File: src/rtl/vga_fb_arbiter_pkg.sv
// Shared constants, pixel type and arbiter state encoding for the VGA frame-buffer arbiter.
package vga_pkg;
    localparam int H_DISP   = 640;
    localparam int V_DISP   = 480;
    localparam int CNT_W    = 11;
    localparam int ADDR_W   = 19;
    localparam int DATA_W   = 12;
    localparam int PIPE_LAT = 3;

    typedef logic [DATA_W-1:0] pixel_t;

    typedef enum logic [1:0] {
        S_IDLE    = 2'd0,
        S_DISP    = 2'd1,
        S_DRAW    = 2'd2,
        S_RECOVER = 2'd3
    } arb_state_t;
endpackage

File: src/rtl/vga_fb_arbiter_sync_delay.sv
// N-stage delay line for {de, hs, vs}; resets to the blanking levels de=0, hs=1, vs=1.
module vga_sync_delay #(
    parameter int N = 3
) (
    input  logic pixel_clk,
    input  logic rst_n,
    input  logic de,
    input  logic hs,
    input  logic vs,
    output logic de_dly,
    output logic hs_dly,
    output logic vs_dly
);
    logic [N-1:0] de_q;
    logic [N-1:0] hs_q;
    logic [N-1:0] vs_q;

    always_ff @(posedge pixel_clk or negedge rst_n) begin
        if (!rst_n) begin
            de_q <= '0;
            hs_q <= '1;
            vs_q <= '1;
        end else begin
            de_q <= {de_q[N-2:0], de};
            hs_q <= {hs_q[N-2:0], hs};
            vs_q <= {vs_q[N-2:0], vs};
        end
    end

    assign de_dly = de_q[N-1];
    assign hs_dly = hs_q[N-1];
    assign vs_dly = vs_q[N-1];
endmodule

File: src/rtl/vga_fb_arbiter.sv
// Single-port frame-buffer arbiter: display scan-out owns active slots, draw requests use blank slots.
// Optional draw readback is enabled with the VGA_FB_READBACK_EN macro.
module vga_fb_arbiter
    import vga_pkg::*;
(
    input  logic              pixel_clk,
    input  logic              rst_n,
    input  logic [CNT_W-1:0]  hcount,
    input  logic [CNT_W-1:0]  vcount,
    input  logic              hs_in,
    input  logic              vs_in,
    input  logic              drw_req,
    input  logic [ADDR_W-1:0] drw_addr,
    input  logic [DATA_W-1:0] drw_wdata,
    input  logic              drw_we,
    output logic              drw_ack,
    output logic [DATA_W-1:0] drw_rdata,
    output logic              drw_rvalid,
    output logic [ADDR_W-1:0] mem_addr,
    output logic              mem_we,
    output logic [DATA_W-1:0] mem_wdata,
    input  logic [DATA_W-1:0] mem_rdata,
    output logic [DATA_W-1:0] pix_rgb,
    output logic              pix_de,
    output logic              pix_hs,
    output logic              pix_vs
);
    // Draw handshake: the requester holds drw_req with addr/data/we stable until drw_ack;
    // drw_ack pulses in the cycle the access is on the RAM port, and dropping drw_req
    // before that cancels the request.
    arb_state_t        state;
    arb_state_t        state_nxt;
    logic              active;
    logic              grant;
    logic              drw_is_wr;
    logic [ADDR_W-1:0] disp_addr;
    pixel_t            rgb_q;

    assign active    = (hcount < CNT_W'(H_DISP)) && (vcount < CNT_W'(V_DISP));
    assign disp_addr = ADDR_W'(vcount) * ADDR_W'(H_DISP) + ADDR_W'(hcount);

`ifdef VGA_FB_READBACK_EN
    assign drw_is_wr = drw_we;
`else
    logic unused_drw_we;
    assign unused_drw_we = drw_we;
    assign drw_is_wr     = 1'b1;
`endif

    // A blank slot may be granted from S_DISP too, so the first blank slot after a line is usable.
    always_comb begin
        state_nxt = state;
        grant     = 1'b0;
        case (state)
            S_IDLE, S_DISP: begin
                if (active) begin
                    state_nxt = S_DISP;
                end else if (drw_req) begin
                    state_nxt = S_DRAW;
                    grant     = 1'b1;
                end else begin
                    state_nxt = S_IDLE;
                end
            end
            S_DRAW:    state_nxt = S_RECOVER;
            S_RECOVER: state_nxt = active ? S_DISP : S_IDLE;
            default:   state_nxt = S_IDLE;
        endcase
    end

    always_ff @(posedge pixel_clk or negedge rst_n) begin
        if (!rst_n) begin
            state     <= S_IDLE;
            mem_addr  <= '0;
            mem_we    <= 1'b0;
            mem_wdata <= '0;
            drw_ack   <= 1'b0;
            rgb_q     <= '0;
        end else begin
            state   <= state_nxt;
            drw_ack <= grant;
            rgb_q   <= mem_rdata;
            if (active) begin
                mem_addr <= disp_addr;
                mem_we   <= 1'b0;
            end else if (grant) begin
                mem_addr  <= drw_addr;
                mem_we    <= drw_is_wr;
                mem_wdata <= drw_wdata;
            end else begin
                mem_we <= 1'b0;
            end
        end
    end

`ifdef VGA_FB_READBACK_EN
    logic rd_pend;

    always_ff @(posedge pixel_clk or negedge rst_n) begin
        if (!rst_n) begin
            rd_pend    <= 1'b0;
            drw_rvalid <= 1'b0;
            drw_rdata  <= '0;
        end else begin
            rd_pend    <= drw_ack && !mem_we;
            drw_rvalid <= rd_pend;
            if (rd_pend) begin
                drw_rdata <= mem_rdata;
            end
        end
    end
`else
    assign drw_rdata  = '0;
    assign drw_rvalid = 1'b0;
`endif

    vga_sync_delay #(
        .N (PIPE_LAT)
    ) u_sync_delay (
        .pixel_clk (pixel_clk),
        .rst_n     (rst_n),
        .de        (active),
        .hs        (hs_in),
        .vs        (vs_in),
        .de_dly    (pix_de),
        .hs_dly    (pix_hs),
        .vs_dly    (pix_vs)
    );

    // Blanking level is forced to zero regardless of what the RAM returns.
    assign pix_rgb = pix_de ? rgb_q : '0;
endmodule

File: config.mk
export PLATFORM = sky130hd
export DESIGN_NAME = vga_fb_arbiter
export DESIGN_NICKNAME = d
export VERILOG_FILES = /design/src/rtl/vga_fb_arbiter_pkg.sv /design/src/rtl/vga_fb_arbiter_sync_delay.sv /design/src/rtl/vga_fb_arbiter.sv
export SDC_FILE = /design/constraint.sdc
export NUM_CORES = 1
export LEC_CHECK = 0
export ABC_AREA = 1
export CAP_MARGIN = 40
export CORE_MARGIN = 2
export CORE_UTILIZATION = 35
export DETAILED_ROUTE_END_ITERATION = 8
export HOLD_SLACK_MARGIN = 0.03
export PLACE_DENSITY = 0.82
export SETUP_SLACK_MARGIN = 0.4
export SLEW_MARGIN = 20
export SYNTH_ARGS = -nofsm -noshare
export SYNTH_HDL_FRONTEND = slang
export SYNTH_SLANG_ARGS = --single-unit
File: constraint.sdc
create_clock -name pixel_clk -period 1.29 [get_ports pixel_clk]
set_clock_uncertainty 0.1 [all_clocks]
set_input_delay 0.258 -clock pixel_clk [delete_from_list [all_inputs] [get_ports pixel_clk]]
set_output_delay 0.258 -clock pixel_clk [all_outputs]
set_load 0.02 [all_outputs]
Yosys cells after proc, flatten, opt, wreduce, memory -nomap -nowiden
Index checks and enable logic that the tools add are counted.
{"block": "totals", "register_bits": 56, "output_inout_bits": 61, "wordCells": 34}
{"block": "classes", "bitwise": 1, "order_cmp": 2, "n_reduce_logical": 5, "eq_ne": 3, "n_mul": 1, "mux": 12, "n_addsub": 1}
{"cell": "2-to-1 mux 19 bit", "count": 2}
{"cell": "adder 19 x 11 -> 19 bit", "count": 1}
{"cell": "multiplier 11 x 3 -> 12 bit, second input constant", "count": 1}
{"cell": "2-to-1 mux 12 bit", "count": 1}
{"cell": "less-than comparator 11 x 10 -> 1 bit, second input constant", "count": 1}
{"cell": "less-than comparator 11 x 9 -> 1 bit, second input constant", "count": 1}
{"cell": "2-to-1 mux 1 bit", "count": 6}
{"cell": "case mux 2 bit (3 select lines)", "count": 1}
{"cell": "equality test 2 bit, second input constant", "count": 2}
{"cell": "2-to-1 mux 2 bit", "count": 2}
{"cell": "equality test 2 x 1 -> 1 bit, second input constant", "count": 1}
{"cell": "logical NOT 2 bit", "count": 1}
{"cell": "AND reduction 2 bit", "count": 1}
{"cell": "nonzero test 2 bit", "count": 1}
{"cell": "OR reduction 2 bit", "count": 1}
{"cell": "logical AND 1 bit", "count": 1}
{"cell": "inverter 1 bit", "count": 1}

Depth between registers and ports, before layout
{"block": "logic_depth", "word_depth": 6, "mapped_depth": 15, "ltp_nobuf": 15}

Cells and area by module
Synthesis repeated with hierarchy kept, for this count alone.
{"block": "unflattened", "hier_cells": 358, "area_unflattened_um2": 2989.1}
{"module": "vga_fb_arbiter", "instances": 1, "cells_per_inst": 349, "seq_area_each_um2": 1176.1, "area_each_um2": 2756.4}
{"module": "vga_sync_delay", "instances": 1, "cells_per_inst": 9, "seq_area_each_um2": 232.7, "area_each_um2": 232.7}

Least setup slack after synthesis
OpenSTA, ideal clock, no wires.
{"block": "synth_timing", "path_kind": "in2reg", "start": "in vcount[1]", "end": "reg mem_addr[18]", "slack_ns": -1.024, "setup_time_ns": 0.116, "arrival_time_ns": 2.097, "path_buffers": 0, "cell_stages": 14, "t_required_ns": 1.074, "cell_sequence": "ha_1 > ha_1 > fa_1 > nand2_1 > inv_1 > nand4_1 > nand3_1 > nand3_1 > nor2_2 > nand2_1 > nand2_1 > nand3_1 > nand2_1 > nand2_1"}
{"block": "synth_between", "elab_chain_cells": 5, "elab_cells_between_ends": 8, "classes_between": "1 x add/sub; 1 x mul; 1 x order compare; 3 x mux; 2 x reduce/logical"}
{"item": "from (decl)", "line_no": "vga_fb_arbiter.sv:9", "rtl": "input logic [CNT_W-1:0] vcount,"}
{"item": "parallel branches: the longest is 5 deep, another holds adder 19 x 11 -> 19 bit"}
{"item": "to (signal assigned)", "line_no": "vga_fb_arbiter.sv:84", "rtl": "mem_addr <= disp_addr;"}
{"item": "to (signal assigned)", "line_no": "vga_fb_arbiter.sv:87", "rtl": "mem_addr <= drw_addr;"}
{"item": "to (decl)", "line_no": "vga_fb_arbiter.sv:19", "rtl": "output logic [ADDR_W-1:0] mem_addr,"}
Several ways; the timed one is not identified.
A chain may end at the register's enable or synchronous reset.

Worst setup path after layout
{"block": "layout_timing", "start": "in vcount[3]", "end": "reg mem_addr[14]"}
The elaborated chain is that of the path after synthesis.

==> results.md <==
- Status: finished, violations left
- Failing checks: negative setup slack
- PnR worst setup slack: -765 ps
- Post-Syn Area per Cell: ~8.3 µm²
- Worst skew pair latency: approximately 300 ps
- Layout area overhead: 100%
- Multi-input gate area: between 0.0015 and 0.002 mm²
- Max-slew violation count: 0
- Worst-path clk slew: 100 ps
- Routed Antenna Nets: 0
- Register area: 0.00141 mm²
- Dpl hpwl: approximately 6 mm
- CP startpoint kind: primary input
- Post-synth EDFFs: 0
- Critical path arrival: approximately 2200 ps
- Ratio of cells with drive above 1 in the final layout: between 50% and 60%
- Final #Nets: ~670
- Max-capacitance violation count: 0
- Std-Cell Rows: 33
- CP max FO: 2
- Crit-path cells: buf_6 > ha_4 > ha_4 > fa_2 > nand2_2 > inv_2 > nand4_1 > nand3_2 > nand3_4 > buf_6 > xor2_2 > o211ai_1
- Yosys top cell by area: dfrtp_1
- Placement Cell Area: around 0.0047 mm²
- Distinct cell type count of the synthesized netlist: 32
- Area share of fa/ha/maj cells after synthesis: between 10% and 20%
- Post-detailed-route via-to-cell ratio: roughly 4.7
- Top cells by count, synth: nand2_1 (123), dfrtp_1 (50), inv_1 (39)
- Fmax: between 0.4 and 0.5 GHz
- Post-Synthesis Cells: approximately 360
- Place WS: -1590 ps
- Clock tree sinks: between 50 and 60
- RePlAce Congestion: approximately 0.82
- Flops & latches, synth: 56
- Full die area: just over 0.009 mm²
- CTS root buf: clkbuf_8
- H-tree depth: 2
- Post-Synth XOR/XNOR Area: approximately 1.5%
- Hold WS: approximately 250 ps
- First DRT Iteration DRCs: 78
- IO Port Bufs: 117
- Register area share after synthesis: about 47%
- CTS tree: yes
- Finished Cell Area: about 0.0060 mm²
- Top cells by area, synth: dfrtp_1 (42%), nand2_1 (15%), ha_1 (8.8%)
- Netlist Area Pre-Place: approximately 0.003 mm²
- Vias in the first global route: 3,304
- Worst IR Drop VDD: ~1600 µV
- Slowest CP cell: fa_2
- CP Class: in2reg
- Overall power: ~9.4 mW
- Placeable Area: 0.00826 mm²
- Final setup fails: 48
- CTS Buf Count: 5
- Largest net degree at the start of global routing: 57
- Global-route wire length before repair: 15.2 mm
- CP peak stage delay: around 560 ps
- Antenna Cells: 0
- Fraction of the mapped netlist area in simple logic gates: about a quarter
- Vias: roughly 3,200
- Worst Hold Class: in2reg
- WP data required: between 1000 and 1500 ps
- RSZ-0062 raised after global routing: true
- Layout Utilization: 72.5%
- Yosys warnings: 0
- Count leader, synth: nand2_1
- Main flop type after synthesis: dfrtp_1
- GR Overflow Total: 0
- Residual DRC: 0
- Fillers: ~530
- WL/cell: around 15 µm
- Asr flop ratio synth: between 90% and 100%
- Cell family with most CP delay: adder cells
- # IOs: between 100 and 150
- Die Wd: ~96 µm
- Largest family of logic cells by synthesized area: simple AND/OR/NAND/NOR gates
- Fin crit period: approximately 2100 ps
- Final period utilization: 159%
- Compound-gate portion of the synthesized area: roughly 5.4%
- Drt pass-1 iters: 4
- Post-synthesis mux area share: 0%
- Gr usage total: a little over a fifth
- Clock Path Buffers: 2
- Die Y: around 96 µm
- WP buf/inv: 3
- Initial Util: ~36%
- Lkg Pwr: ~3 nW
- Count of final hold-check violations: 0
- Final wirelength: just over 10 mm
- Power density over the cells: approximately 1600 mW/mm²
- Area fraction of the dominant cell type after synthesis: 41.9%
- CP Capture Type: flop
- Antenna violations before repair: 0
per-layer routing:
layer | vias to the layer above | wire length (µm) | part of all wire [%] | global-route usage, %
li1 | 1538 | - | - | -
met1 | 1512 | 3800 | 37 | 24.2
met2 | 121 | 5420 | 53 | 38.9
met3 | 16 | 850 | 8.3 | 6.36
met4 | 0 | 159 | 1.6 | 4.93
met5 | - | 0 | 0 | 0
cell families (layout without fill, tap and decap cells):
| kind of cell | Yosys count | in the layout |
|---|---|---|
| AND/OR/NAND/NOR | 185 | 185 |
| XOR/XNOR | 5 | 5 |
| AO/OA/AOI/OAI | 27 | 27 |
| flip-flops | 56 | 56 |
| adder cells (fa/ha/maj) | 23 | 23 |
| buffers and inverters | 61 | 265 |
| other | 1 | 13 |
cell type report:
type / count / share of cell area [%]
clock inverter: 2 / 0.167
inverter: 40 / 2.88
timing repair buffer: 215 / 37.3
timing repair inverter: 2 / 0.376
multi-input combinational: 253 / 32.1
tap: 105 / 2.19
sequential: 56 / 23.6
clock buffer: 6 / 1.38
through the flow:
| stage | instances | setup TNS, ps |
|---|---|---|
| final | 679 | -16130 |
| after global routing | 679 | -18040 |
| after CTS | 664 | -14050 |
| after detailed placement | 616 | -34260 |
| after global placement | 616 | -33780 |
| after floorplan | 370 | -5820 |
final timing paths:
check                                                      end                      startpoint  slack, ps  depth (start not counted)
worst max-delay path                  mem_addr[14]$_DFFE_PN0P_                       vcount[3]       -760                         12
worst max register to register         mem_addr[6]$_DFFE_PN0P_              state[1]$_DFF_PN0_       -200                          8
worst min-delay path            u_sync_delay.hs_q[0]$_DFF_PN1_                           hs_in        250                          1
worst min register to register  u_sync_delay.de_q[2]$_DFF_PN0_  u_sync_delay.de_q[1]$_DFF_PN0_        260                          0
min in group asynchronous            mem_wdata[10]$_DFFE_PN0P_                           rst_n        410                          3
max in group asynchronous       u_sync_delay.vs_q[1]$_DFF_PN1_                           rst_n        450                          3
report_power, final:
group          internal [mW]  switching [mW]  leakage, nW
logic                   3.10            2.55         2.27
clock network          0.431           0.561       0.0510
registers               2.33           0.465        0.660
layout by cell type (no fill, tap or decap), types with 7 or more instances in the layout:
| master | Yosys | final |
|---|---|---|
| buf_4 | 13 | 62 |
| inv_2 | 0 | 17 |
| nand2_1 | 123 | 77 |
| nor2_1 | 28 | 18 |
| nand2_4 | 0 | 19 |
| ha_4 | 0 | 18 |
| o22ai_1 | 9 | 9 |
| inv_1 | 39 | 20 |
| clkdlybuf4s50_1 | 0 | 53 |
| buf_6 | 1 | 73 |
| nand3_1 | 22 | 18 |
| conb_1 | 1 | 13 |
| nor2_2 | 1 | 7 |
| dfrtp_1 | 50 | 49 |
| nand2_2 | 3 | 29 |
sequential cells by signal, summed over array words and instances, names as in the netlist:
name               count
mem_addr              19
mem_wdata             12
rgb_q                 12
u_sync_delay.de_q      3
u_sync_delay.hs_q      3
u_sync_delay.vs_q      3
state                  2
drw_ack                1
mem_we                 1
repair_timing:
item,CTS,global route
hold buffers,1,0
endpoints found under the hold margin,50,0
setup buffers,34,12
gates resized for setup,448,39
setup endpoints to repair,84,91
gates cloned,5,3
pin swaps,43,9
Power figures use the tool's default switching activity.
